File: config.mk
export PLATFORM = sky130hd
export DESIGN_NAME = and3_gate
export DESIGN_NICKNAME = d
export VERILOG_FILES = /design/src/rtl/and3_gate.sv
export SDC_FILE = /design/constraint.sdc
export NUM_CORES = 1
export LEC_CHECK = 0
export CAP_MARGIN = 20
export CORE_AREA = 3 3 40 42
export DETAILED_ROUTE_END_ITERATION = 7
export DIE_AREA = 0 0 43 45
export PLACE_DENSITY = 0.73
export SYNTH_ARGS = -nofsm -noshare
export SYNTH_HDL_FRONTEND = slang
export SYNTH_SLANG_ARGS = --single-unit
export TNS_END_PERCENT = 5
File: constraint.sdc
create_clock -name clk -period 1.95 [get_ports clk]
set_clock_uncertainty 0.15 [all_clocks]
set_input_delay 0.39 -clock clk [delete_from_list [all_inputs] [get_ports clk]]
set_output_delay 0.39 -clock clk [all_outputs]
set_load 0.02 [all_outputs]
File: src/rtl/and3_gate.sv
// and3_gate: lane-wise 3-input AND with a registered copy, a valid flag and a
// saturating count of accepted all-ones results.
module and3_gate #(
  parameter int WIDTH = 1,
  parameter int CNT_W = 8
) (
  input  logic             clk,
  input  logic             rst_n,
  input  logic [WIDTH-1:0] a,
  input  logic [WIDTH-1:0] b,
  input  logic [WIDTH-1:0] c,
  input  logic             in_valid,
  input  logic             clear,
  output logic [WIDTH-1:0] y,
  output logic [WIDTH-1:0] y_q,
  output logic             out_valid,
  output logic             y_all,
  output logic [CNT_W-1:0] hit_cnt
);

  // Combinational AND: live regardless of clock, reset or qualifiers.
  assign y = a & b & c;

  // Capture qualified results; clear wins over in_valid, the count saturates.
  always_ff @(posedge clk or negedge rst_n) begin
    if (!rst_n) begin
      y_q       <= '0;
      out_valid <= 1'b0;
      hit_cnt   <= '0;
    end else if (clear) begin
      y_q       <= '0;
      out_valid <= 1'b0;
      hit_cnt   <= '0;
    end else if (in_valid) begin
      y_q       <= y;
      out_valid <= 1'b1;
      if ((&y) && (hit_cnt != {CNT_W{1'b1}}))
        hit_cnt <= hit_cnt + CNT_W'(1);
    end else begin
      out_valid <= 1'b0;
    end
  end

  // All-ones flag only meaningful while the registered copy is valid.
  assign y_all = out_valid & (&y_q);

endmodule

# --- Yosys cells after proc, flatten, opt, wreduce, memory -nomap -nowiden ---
# Cells that the tools add are included.
classes:
  add_sub_neg: 1
  n_eq_ne: 1
  bitwise_logic: 3
  n_reduce_logical: 4
  mux: 7
op_table:
  columns: ["op", "n"]
  rows:
  - ["two-way mux 8 bit", 3]
  - ["adder 8 x 1 -> 8 bit (second input constant)", 1]
  - ["!= test 8 bit (second input constant)", 1]
  - ["two-way mux 1 bit", 4]
  - ["nonzero test 2 bit", 2]
  - ["AND 1 bit", 3]
  - ["AND reduction 2 bit", 1]
  - ["logical AND 1 bit", 1]
totals:
  register_bits: 10
  output_inout_bits: 12
  input_bits: 7

# --- Depth between registers and ports, before layout ---
logic_depth:
  depth_word: 6
  depth_mapped: 5

# --- Worst setup path before layout ---
# OpenSTA, ideal clock, no wires.
synth_timing:
  path_type: "register to register"
  startpoint: "reg hit_cnt[0]"
  endpoint: "reg hit_cnt[5]"
  stages_incl_launch_ff: 6
  arrival_time_ns: 1.291
  setup_time_ns: 0.119
  path_slack_ns: 0.390
  synth_period_minus_slack_ns: 1.560
  required_ns: 1.681
  path_cell_list: "dfrtp_1 -> ha_1 -> nand3_1 -> o2111ai_1 -> xor2_1 -> nor2_1"
synth_via:
  elab_chain_cells: 4
  word_cells_on_any_way: 8
  classes_between: "add/sub (1); eq/ne (1); mux (3); reduce/logical (3)"
synth_rtl:
  columns: ["item", "line", "source"]
  rows:
  - ["from (decl)", "18", "output logic [CNT_W-1:0] hit_cnt"]
  - ["from (signal assigned)", "38", "hit_cnt <= hit_cnt + CNT_W'(1);"]
  - ["adder 8 x 1 -> 8 bit or != test 8 bit (tied branches)", "38, 37", null]
  - ["two-way mux 8 bit or logical AND 1 bit (tied branches)", "37", "if ((&y) && (hit_cnt != {CNT_W{1'b1}}))"]
  - ["two-way mux 8 bit or nonzero test 2 bit (tied branches)", null, null]
  - ["two-way mux 8 bit or AND reduction 2 bit (tied branches)", null, null]
# Several ways; a longest one is shown, not always the timed one. The select of a mux whose other input is x is not followed.
# A chain may end at the register's enable or synchronous reset.

# --- Worst setup path after layout ---
layout_timing:
  startpoint: "reg y_q"
  endpoint: "out y_all"
layout_via:
  elab_chain_cells: 1
layout_rtl:
  columns: ["item", "line", "source"]
  rows:
  - ["from (decl)", "15", "output logic [WIDTH-1:0] y_q,"]
  - ["from (signal assigned)", "35", "y_q <= y;"]
  - ["AND 1 bit", "45", "assign y_all = out_valid & (&y_q);"]
  - ["to (decl)", "17", "output logic y_all,"]
# No other way between the ends.

==> run summary <==
The largest driver fanout on the critical path is 3. The setup TNS came out at 0 ns. In this run the vertical extent of the chip is 45 um. Setup slack on the critical path of the routed design comes to 0.0548 ns. The startpoint identified for the worst register-to-register timing path is hit_cnt[0]. The initial antenna violation count came out at 0. For this design the top-level I/O count stands at 19. Setup repair after global routing left no endpoint under its margin. The CTS tree is built.

The reg-to-reg setup timing slack came out at 0.38 ns. The total clock buffers created by CTS is 3. The region available for standard cell placement spans 1280 um2. The length of the first detailed-routing pass in iterations came out at 4. The reg-to-reg endpoint is hit_cnt[2]. Summed over all layers, the routed wires come to 1060 um.

The highest clock rate came out at 528 MHz. The most used flip-flop cell after synthesis is dfrtp_1. In the final design database the tool counted 81 nets. The total number of vias came out at 445.

The largest area contributor in the synthesized netlist is dfrtp_1. The largest individual stage delay along the critical path comes from the cell clkdlybuf4s50_1. In this run the biggest area consumer among cell types represents 46.8% of the synthesized area.

The tool flagged a number of max-cap violations equal to 0. The maximum buffer depth of the clock tree came out at 2. The fraction of layout cells with a size suffix above 1 came out at 11.3%.

In this run the number of cells on the critical path is 2. The final standard cell count with taps included and fillers excluded came out at 86. The maximum single-stage delay on the critical path is 0.59 ns.

From synthesis to final layout, the design area changed by 42.6%. The number of max-slew violations in the final report came out at 0. The minimum setup slack after placement is -0.201 ns. The worst setup path is of the reg2out kind.

The start point of the critical path is y_q. The pin count of the biggest net entering global routing is 11. The number of placed instances, taps included came out at 83. The net count after synthesis came out at 57. In the post-synthesis netlist, the biggest area contributors are dfrtp_1 (47%), xor2_1 (8.2%), nor2_1 (4.9%), nand4_4 (4.0%), and2_1 (3.5%).

The die is 43 um wide. The hold-fix buffer count after cts is 0. The clock latency on the worst-skew pair is 0.26 ns.

The fraction of the yosys area taken by sequential cells is 46.8%. The CTS H-tree depth came out at 1. The worst min-delay path class is in2async. In the global route stage, met1 resource usage came out at 15.8%.

The aggregate global-route resource usage is 12.9%. The synthesized design contains 10 register bits. The number of buffers inserted by port buffering is 18.

The global routing usage on met2 came out at 20.7%. The period utilization is 97.2%. The number of cells on the worst reg-to-reg path is 5. The total number of placement rows came out at 13.

The cell family contributing the most delay on the critical path is buffers and inverters. The number of library cell types mapped by synthesis is 24. The hold violation total from the final report came to 0. The flow ran to the end, and the final reports show no timing, DRC or antenna violations. STA classifies the critical path endpoint as a primary output.

The global placement routability congestion came out at 0.734. The critical path ends at y_all. For this design the static power due to leakage is 0.341 nW. Ranked by instance count, the synthesized netlist is headed by dfrtp_1 (10), nor2_1 (7), xor2_1 (5), and2_1 (3). The worst path needs 1.90 ns of the cycle, external delays included. The post-synthesis cell area is 534 um2. Global routing consumed, on the met3 layer, 3.59% of the routing resources. The routed wire length per instance came out at 12.3 um. For the pin with the worst max-slew slack, the measured transition is 0.471 ns. The first global-routing pass estimated 1810 um of wire. The number of violations reported at the end of detailed-routing iteration 0 is 7. For this run, design rule violations remaining after detail routing come to 0. The initial core utilization came out at 41.6%. The global route total overflow came out at 0. The maximum ir drop on the vdd rail came out at 246 uV. The area of the die came out at 1940 um2. The critical path required time came out at 1.41 ns. CTS placed an instance of clkbuf_4 at the clock tree root. The count of final setup violators is 0. The number of nets with antenna violations after routing came out at 0.

The estimated wirelength of the detail-placed design came out at 800 um. Traced cell by cell, the critical path runs through and2_1 > clkdlybuf4s50_1. The count of buffer and inverter cells on the critical path came out at 1. The highest-utilization routing layer at the global route stage is met2.

The via count normalized by instance count is 5.17. The via count of the first global-routing pass is 442. The power density normalized to cell area is 513 nW/um2. The fraction of registers with async set or reset after synthesis is 100%. Post-CTS timing repair inserted 0 buffers for setup.

Headroom to the max-slew limit came out at 68.5%. The worst setup path is launched from a flop. The clock-pin transition on the worst setup and hold timing paths is 0.06 ns. The repair_antennas step left the layout with diodes totalling 0. By instance count, the leading cell after synthesis is dfrtp_1. The clock net sink count came out at 10. After synthesis, the mean cell area works out to 10.9 um2. After technology mapping, the gate count stands at 49. The number of enable-type register cells in the synthesized netlist came out at 0.

The signal arrival time at the worst endpoint is 1.36 ns. The total of warnings raised by yosys came out at 0.
-- kinds of logic (layout without fill, tap and decap cells) --
family | Yosys count | count (layout) | synth area share, %
XOR/XNOR | 6 | 6 | 9.84
flip-flops | 10 | 10 | 46.8
buffers and inverters | 3 | 25 | 3.75
multiplexers | 1 | 1 | 1.87
AND/OR/NAND/NOR | 21 | 21 | 25.3
adder cells (fa/ha/maj) | 1 | 1 | 2.34
AO/OA/AOI/OAI | 7 | 7 | 10.1
-- worst min path at each step --
stage	from	cells past startpoint	to	slack (ns)
after global placement	y_q	2	y_q	0.40
after CTS	rst_n	1	hit_cnt[4]	0.31
final	rst_n	1	hit_cnt[6]	0.30
after global routing	rst_n	1	hit_cnt[4]	0.33
after detailed placement	y_q	2	y_q	0.41
after floorplan	rst_n	0	hit_cnt[0]	-0.06
-- registers in the layout, indices dropped and copies added (netlist names) --
register	flops
y_q	1
hit_cnt	8
out_valid	1
-- worst register-to-register path, delay by kind of cell, from the launching register on --
family | cells | cell delay [ns]
AOI/OAI and AO/OA | 1 | 0.26
xor gates and xnor gates | 1 | 0.18
adders and majority gates | 1 | 0.21
DFF | 1 | 0.40
and+or+nand+nor | 2 | 0.25
-- report_power, final --
group          leakage (nW)  internal, mW  switching [mW]
clock network        0.0138        0.0711          0.0662
registers             0.138         0.210         0.00185
logic                 0.189        0.0229          0.0189
total                 0.341         0.304          0.0870
-- per-layer routing --
| layer | vias to the layer above | wire (um) |
|---|---|---|
| li1 | 222 | - |
| met1 | 205 | 483 |
| met2 | 16 | 514 |
| met3 | 2 | 43 |
| met4 | 0 | 14 |
| met5 | - | 0 |
-- area by class of cell --
cell class	count	area, um2
Tap cell	15	18.8
Inverter	1	3.75
Fill cell	133	523
Multi-Input combinational cell	36	264
Sequential cell	10	250
Timing Repair Buffer	21	203
Clock buffer	3	22.5
-- timing repair --
item,in CTS,in global routing
setup endpoints to repair,1,1
pin swaps,0,0
gates resized for setup,1,1
-- cells in the final DEF, fill, tap and decap left out, drive strengths merged, types with 3 or more instances in the layout --
master | netlist | final
and2 | 3 | 3
buf | 2 | 3
clkbuf | 0 | 3
clkdlybuf4s50 | 0 | 17
dfrtp | 10 | 10
nand4 | 3 | 3
nor2 | 7 | 7
xor2 | 5 | 5
-- stage by stage --
stage | hold slack [ns] | total power, mW | cell area, um2 | utilization (%)
2_1_floorplan | -0.0556 | 0.230 | 534 | -
3_3_place_gp | 0.396 | 0.258 | 739 | 57.5
3_5_place_dp | 0.408 | 0.258 | 739 | 57.5
4_1_cts | 0.314 | 0.397 | 761 | 59.2
5_1_grt | 0.333 | 0.410 | 762 | 59.3
6_report | 0.302 | 0.391 | 762 | 59.3
Power figures use the tool's default switching activity.
==> edit 1, RTL diff (same settings) <==
Make the reset (`rst_n`) synchronous in one clocked block.
--- a/src/rtl/and3_gate.sv
+++ b/src/rtl/and3_gate.sv
@@ -22,7 +22,7 @@
   assign y = a & b & c;
 
   // Capture qualified results; clear wins over in_valid, the count saturates.
-  always_ff @(posedge clk or negedge rst_n) begin
+  always_ff @(posedge clk) begin
     if (!rst_n) begin
       y_q       <= '0;
       out_valid <= 1'b0;
Check against the original RTL: differs if rst_n is asserted again (counterexample within 4 cycles, from zero or initial values and one cycle with rst_n low); with rst_n held inactive, the same outputs for 10 cycles.
==> edit 1 against the original RTL <==
  * Worst setup slack improved by 0.036 ns
  * Combinational power decreased by 20%
  * Sequential power decreased by 3%
  * Wire length decreased by 0.47%
  * Die area unchanged
  * Cell area decreased by 3.1%
  * Sequential cell count unchanged
  * Total power increased by 8.5%
  * Sequential share of layout area decreased by 5.7 points
  * Utilization decreased by 1.8 points
  * Synthesized area decreased by 8.7%
  * Critical path type unchanged
  * Largest cell class unchanged
==> edit 1: results (changes against the original RTL) <==
| Metric | Value |
|---|---|
| Mux contribution to synthesized area | `2.05% (was 1.87%)` |
| Pleak | `0.000319 uW (was 0.000341 uW)` |
| Synth area leaders | `dfxtp_1 (41%), xor2_1 (9.0%), nor2_1 (6.2%), o21ai_4 (3.3%), a21oi_1 (3.1%) (was dfrtp_1 (47%), xor2_1 (8.2%), nor2_1 (4.9%), nand4_4 (4.0%), and2_1 (3.5%))` |
| Critical Path AT | `1.32 ns (was 1.36 ns)` |
| Most used DFF post-synth | `dfxtp_1 (was dfrtp_1)` |
| Antenna violations before repair | `0 (unchanged)` |
| Clock slew at reported path FFs | `0.07 ns` |
| Clk buf depth | `2 (unchanged)` |
| Crit-path max FO | `3 (unchanged)` |
| Compound-Gate Fraction of Synth Area | `13.8% (was 10.1%)` |
| GR Util All Layers | `13.3% (was 12.9%)` |
| PD cells | `574 nW/um^2 (was 513 nW/um^2)` |
| Root cell of the clock tree | `clkbuf_4 (unchanged)` |
| DR pass1 iterations | `4 (unchanged)` |
| Detailed placement HPWL | `842 um (was 800 um)` |
| Post-DP Area | `702 um^2 (was 739 um^2)` |
| Sequential area share after synthesis | `41.0% (was 46.8%)` |
| Share of cells above drive strength 1 | `15.8% (was 11.3%)` |
| First-pass GRT wire length | `1840 um (was 1810 um)` |
| Relative slew slack | `74.7% (was 68.5%)` |
| VDD IR max | `0.286 mV (was 0.246 mV)` |
| Largest regs | `hit_cnt: 8 flops, out_valid: 1 flops, y_q: 1 flops (unchanged)` |
| Asr flop ratio synth | `0% (was 100%)` |
| Final GP Congestion | `0.709 (was 0.734)` |
| Postcts setup bufs | `0 (unchanged)` |
| Iter 0 DRT Violations | `9 (was 7)` |
| Yosys warning count | `0 (unchanged)` |
| ANT cells | `0 (unchanged)` |
| Status | `complete, no violations (unchanged)` |
| Routed wire length | `1050 um (was 1060 um)` |
| Post-Synth Adder-Cell Area | `2.56% (was 2.34%)` |
| IO Port Bufs | `18 (unchanged)` |
| Post-Synth XOR/XNOR Area | `8.97% (was 9.84%)` |
| Final Net Count | `85 (was 81)` |
| CTS Buf Count | `3 (unchanged)` |
| Post-Syn Nets | `60 (was 57)` |
| Max_cap viols | `0 (unchanged)` |
| Vias in the first global route | `439 (was 442)` |
| Largest net degree at the start of global routing | `11 (unchanged)` |
| Most frequent cells after synthesis | `dfxtp_1 (10), nor2_1 (8), xor2_1 (5) (was dfrtp_1 (10), nor2_1 (7), xor2_1 (5))` |
| H-Tree Level Count | `1 (unchanged)` |
| Clock latency on the worst-skew pair | `0.27 ns` |
| Worst Hold Class | `flip-flop to flip-flop (was input pin to asynchronous set/reset pin)` |
| Post-synthesis cell type count | `25 (was 24)` |
| Vias per std cell | `5.09 (was 5.17)` |
==> edit 1: changes by cell type after synthesis, sizes merged, moves of 2 or more <==
| cell | before | now |
|---|---|---|
| nand4 | 3 | 1 |
| a21oi | 1 | 3 |
| dfrtp | 10 | 0 |
| nand2 | 0 | 3 |
| dfxtp | 0 | 10 |
==> edit 1: critical path: stages, from the launching register on <==
cell and delay, ns:
dfxtp_1 0.34, and2_1 0.12, clkdlybuf4s50_1 0.59
==> edit 1: final cells by class <==
class / count / area [um^2]
Timing Repair Buffer: 22 / 210
Inverter: 1 / 3.75
Fill cell: 126 / 547
Clock buffer: 4 / 36.3
Multi-Input combinational cell: 39 / 269
Sequential cell: 10 / 200
Tap cell: 15 / 18.8
==> edit 1: path summary, 6_finish.rpt <==
path,startpoint,end,slack (ns),cells past startpoint
worst min register to register,hit_cnt[6],hit_cnt[6],0.36,2
worst max-delay path,y_q,y_all,0.09,2
worst min-delay path,hit_cnt[6],hit_cnt[6],0.36,2
worst max register to register,hit_cnt[0],hit_cnt[4],0.32,5
==> edit 1: logic make-up (layout without fill, tap and decap cells) <==
logic type / Yosys count / after routing
adder cells (fa/ha/maj): 1 / 1
AO/OA/AOI/OAI: 9 / 9
XOR/XNOR: 5 / 5
multiplexers: 1 / 1
flip-flops: 10 / 10
AND/OR/NAND/NOR: 23 / 23
buffers and inverters: 3 / 27
==> edit 1: what timing repair did <==
item                                    CTS  global route
pin swaps                                 0             0
endpoints found under the setup margin    1             3
endpoints found under the hold margin     0             0
cloned                                    0             0
hold buffers                              0             0
gates resized for setup                   1             4
==> edit 1: metal layers <==
layer	up-vias	part of all wire [%]	global-route usage, %
li1	236	-	-
met1	208	38	13.3
met2	17	53	22.2
met3	2	7.9	6.77
met4	0	1.5	8.43
met5	-	0	0
==> edit 1: metrics by stage <==
stage	worst slack (ns)	cells	TNS [ns]	power, uW
after global routing	0.00219	91	0	447
final	0.0913	91	0	424
after detailed placement	-0.263	87	-0.356	246
after global placement	-0.213	87	-0.277	245
after floorplan	0.290	52	0	224
after CTS	0.00937	91	0	433
==> edit 1: where the power goes <==
| group | switching [uW] | internal [uW] | leakage (uW) | total, uW |
|---|---|---|---|---|
| sequential | 0.861 | 206 | 0.0000807 | 206 |
| combinational | 13.7 | 19.7 | 0.000218 | 33.4 |
| clock | 70.8 | 113 | 0.0000210 | 184 |
| total | 85.4 | 339 | 0.000319 | 424 |
==> edit 2, RTL diff (config.mk and constraints unchanged) <==
Without the edit above. Set the parameter `CNT_W` to 10 (it was 8).
--- a/src/rtl/and3_gate.sv
+++ b/src/rtl/and3_gate.sv
@@ -2,7 +2,7 @@
 // saturating count of accepted all-ones results.
 module and3_gate #(
   parameter int WIDTH = 1,
-  parameter int CNT_W = 8
+  parameter int CNT_W = 10
 ) (
   input  logic             clk,
   input  logic             rst_n,
Ports: changed (resized hit_cnt); port bits go from 19 to 21. The function was not compared with the original's and may differ.
==> edit 2 against the original RTL <==
  * Total power increased by 27%
  * Critical path depth decreased by 1
  * Hold slack improved by 0.013 ns
  * Cell area increased by 33%
  * Via count increased by 46%
  * Combinational power increased by 9.6%
  * Wire length increased by 48%
  * Sequential cell count increased by 2
  * Worst setup slack got worse by 0.022 ns
  * Die area unchanged
  * Final cell count increased by 33%
  * Synthesized area increased by 19%
  * Critical path type unchanged
==> edit 2: results (changes against the original RTL) <==
| Metric | Value |
|---|---|
| VDD IR max | `0.404 mV (was 0.246 mV)` |
| Post-synthesis cell type count | `27 (was 24)` |
| Finished Core Util | `79.0% (was 59.3%)` |
| Metal2 WL | `755 um (was 514 um)` |
| Vias per std cell | `5.68 (was 5.17)` |
| Worst flop-to-flop path endpoint | `hit_cnt[8] (was hit_cnt[2])` |
| Most frequent cells after synthesis | `dfrtp_1 (12), nor2_1 (7), a21oi_1 (4) (was dfrtp_1 (10), nor2_1 (7), xor2_1 (5))` |
| Pleak | `0.000510 uW (was 0.000341 uW)` |
| Status | `complete, no violations (unchanged)` |
| Place WS | `-0.248 ns (was -0.201 ns)` |
| Sequential area share after synthesis | `47.2% (was 46.8%)` |
| GR Util All Layers | `18.0% (was 12.9%)` |
| Critical Path AT | `1.38 ns (was 1.36 ns)` |
| Hold WS | `0.316 ns (was 0.302 ns)` |
| Signal buf overhead | `30.3% (was 26.6%)` |
| Number of signal-net buffers in the layout | `32 (was 21)` |
| IO Port Bufs | `20 (was 18)` |
| Routed length on met3 | `77 um (was 43 um)` |
| Flop2flop setup slack | `0.18 ns (was 0.38 ns)` |
| Slowest stage delay, CP | `0.65 ns (was 0.59 ns)` |
| Share of cells above drive strength 1 | `21.2% (was 11.3%)` |
| Cell Count Post-Placement | `110 (was 83)` |
| Fraction of area in multi-input gates | `33.9% (was 34.6%)` |
| Final GP Congestion | `0.858 (was 0.734)` |
| Clkbuf count | `4 (was 3)` |
| Largest regs | `hit_cnt: 10 flops, out_valid: 1 flops, y_q: 1 flops (was hit_cnt: 8 flops, out_valid: 1 flops, y_q: 1 flops)` |
| Worst R2R Path Depth | `6 (was 5)` |
| Seq. cell area | `300 um^2 (was 250 um^2)` |
| Vias in the first global route | `593 (was 442)` |
| Via count | `648 (was 445)` |
| Crit-path max FO | `6 (was 3)` |
| Largest net degree at the start of global routing | `13 (was 11)` |
| Clock slew at reported path FFs | `0.08 ns (was 0.06 ns)` |
| Post-DP Area | `942 um^2 (was 739 um^2)` |
| DR WL/cell | `13.7 um (was 12.3 um)` |
| Reg-to-reg startpoint | `hit_cnt[1] (was hit_cnt[0])` |
| Met1 Use GR | `23.3% (was 15.8%)` |
| Met1 wire length | `705 um (was 483 um)` |
| Synth area leaders | `dfrtp_1 (47%), nor2_1 (4.1%), xnor2_1 (4.1%), a21oi_1 (3.1%), nand4_1 (2.9%) (was dfrtp_1 (47%), xor2_1 (8.2%), nor2_1 (4.9%), nand4_4 (4.0%), and2_1 (3.5%))` |
| Gate Count Post-Synth | `64 (was 49)` |
| Clk buf depth | `2 (unchanged)` |
| Critical path's slowest cell | `clkdlybuf4s50_1 (unchanged)` |
| Post-Syn Nets | `72 (was 57)` |
| Clk tree area frac | `3.58% (was 2.96%)` |
| Iter 0 DRT Violations | `2 (was 7)` |
| Relative slew slack | `64.1% (was 68.5%)` |
| Grt met3 use | `5.98% (was 3.59%)` |
## edit 2: cells by family (layout without fill, tap and decap cells)
family / count (synthesis) / after routing / share of synthesized area, %
fa+ha+maj: 1 / 1 / 1.96
xor+xnor: 3 / 3 / 4.13
compound gates: 14 / 14 / 15.7
mux: 1 / 1 / 1.57
flops: 12 / 12 / 47.2
simple gates: 30 / 30 / 27.7
buf+inv: 3 / 38 / 1.77
## edit 2: worst max-delay path by stage
stage          startpoint  slack (ns)          to  cells past startpoint
5_1_grt        hit_cnt[9]       -0.01  hit_cnt[9]                      1
4_1_cts                 a        0.02  hit_cnt[8]                      7
3_5_place_dp            c       -0.25  hit_cnt[8]                      7
2_1_floorplan  hit_cnt[0]        0.06  hit_cnt[6]                      5
3_3_place_gp     in_valid       -0.25  hit_cnt[8]                      7
6_report       hit_cnt[9]        0.03  hit_cnt[9]                      1
## edit 2: power breakdown
group | internal, uW | switching, uW
clock network | 113 | 85.4
registers | 251 | 1.30
logic | 23.3 | 22.5
total | 388 | 109
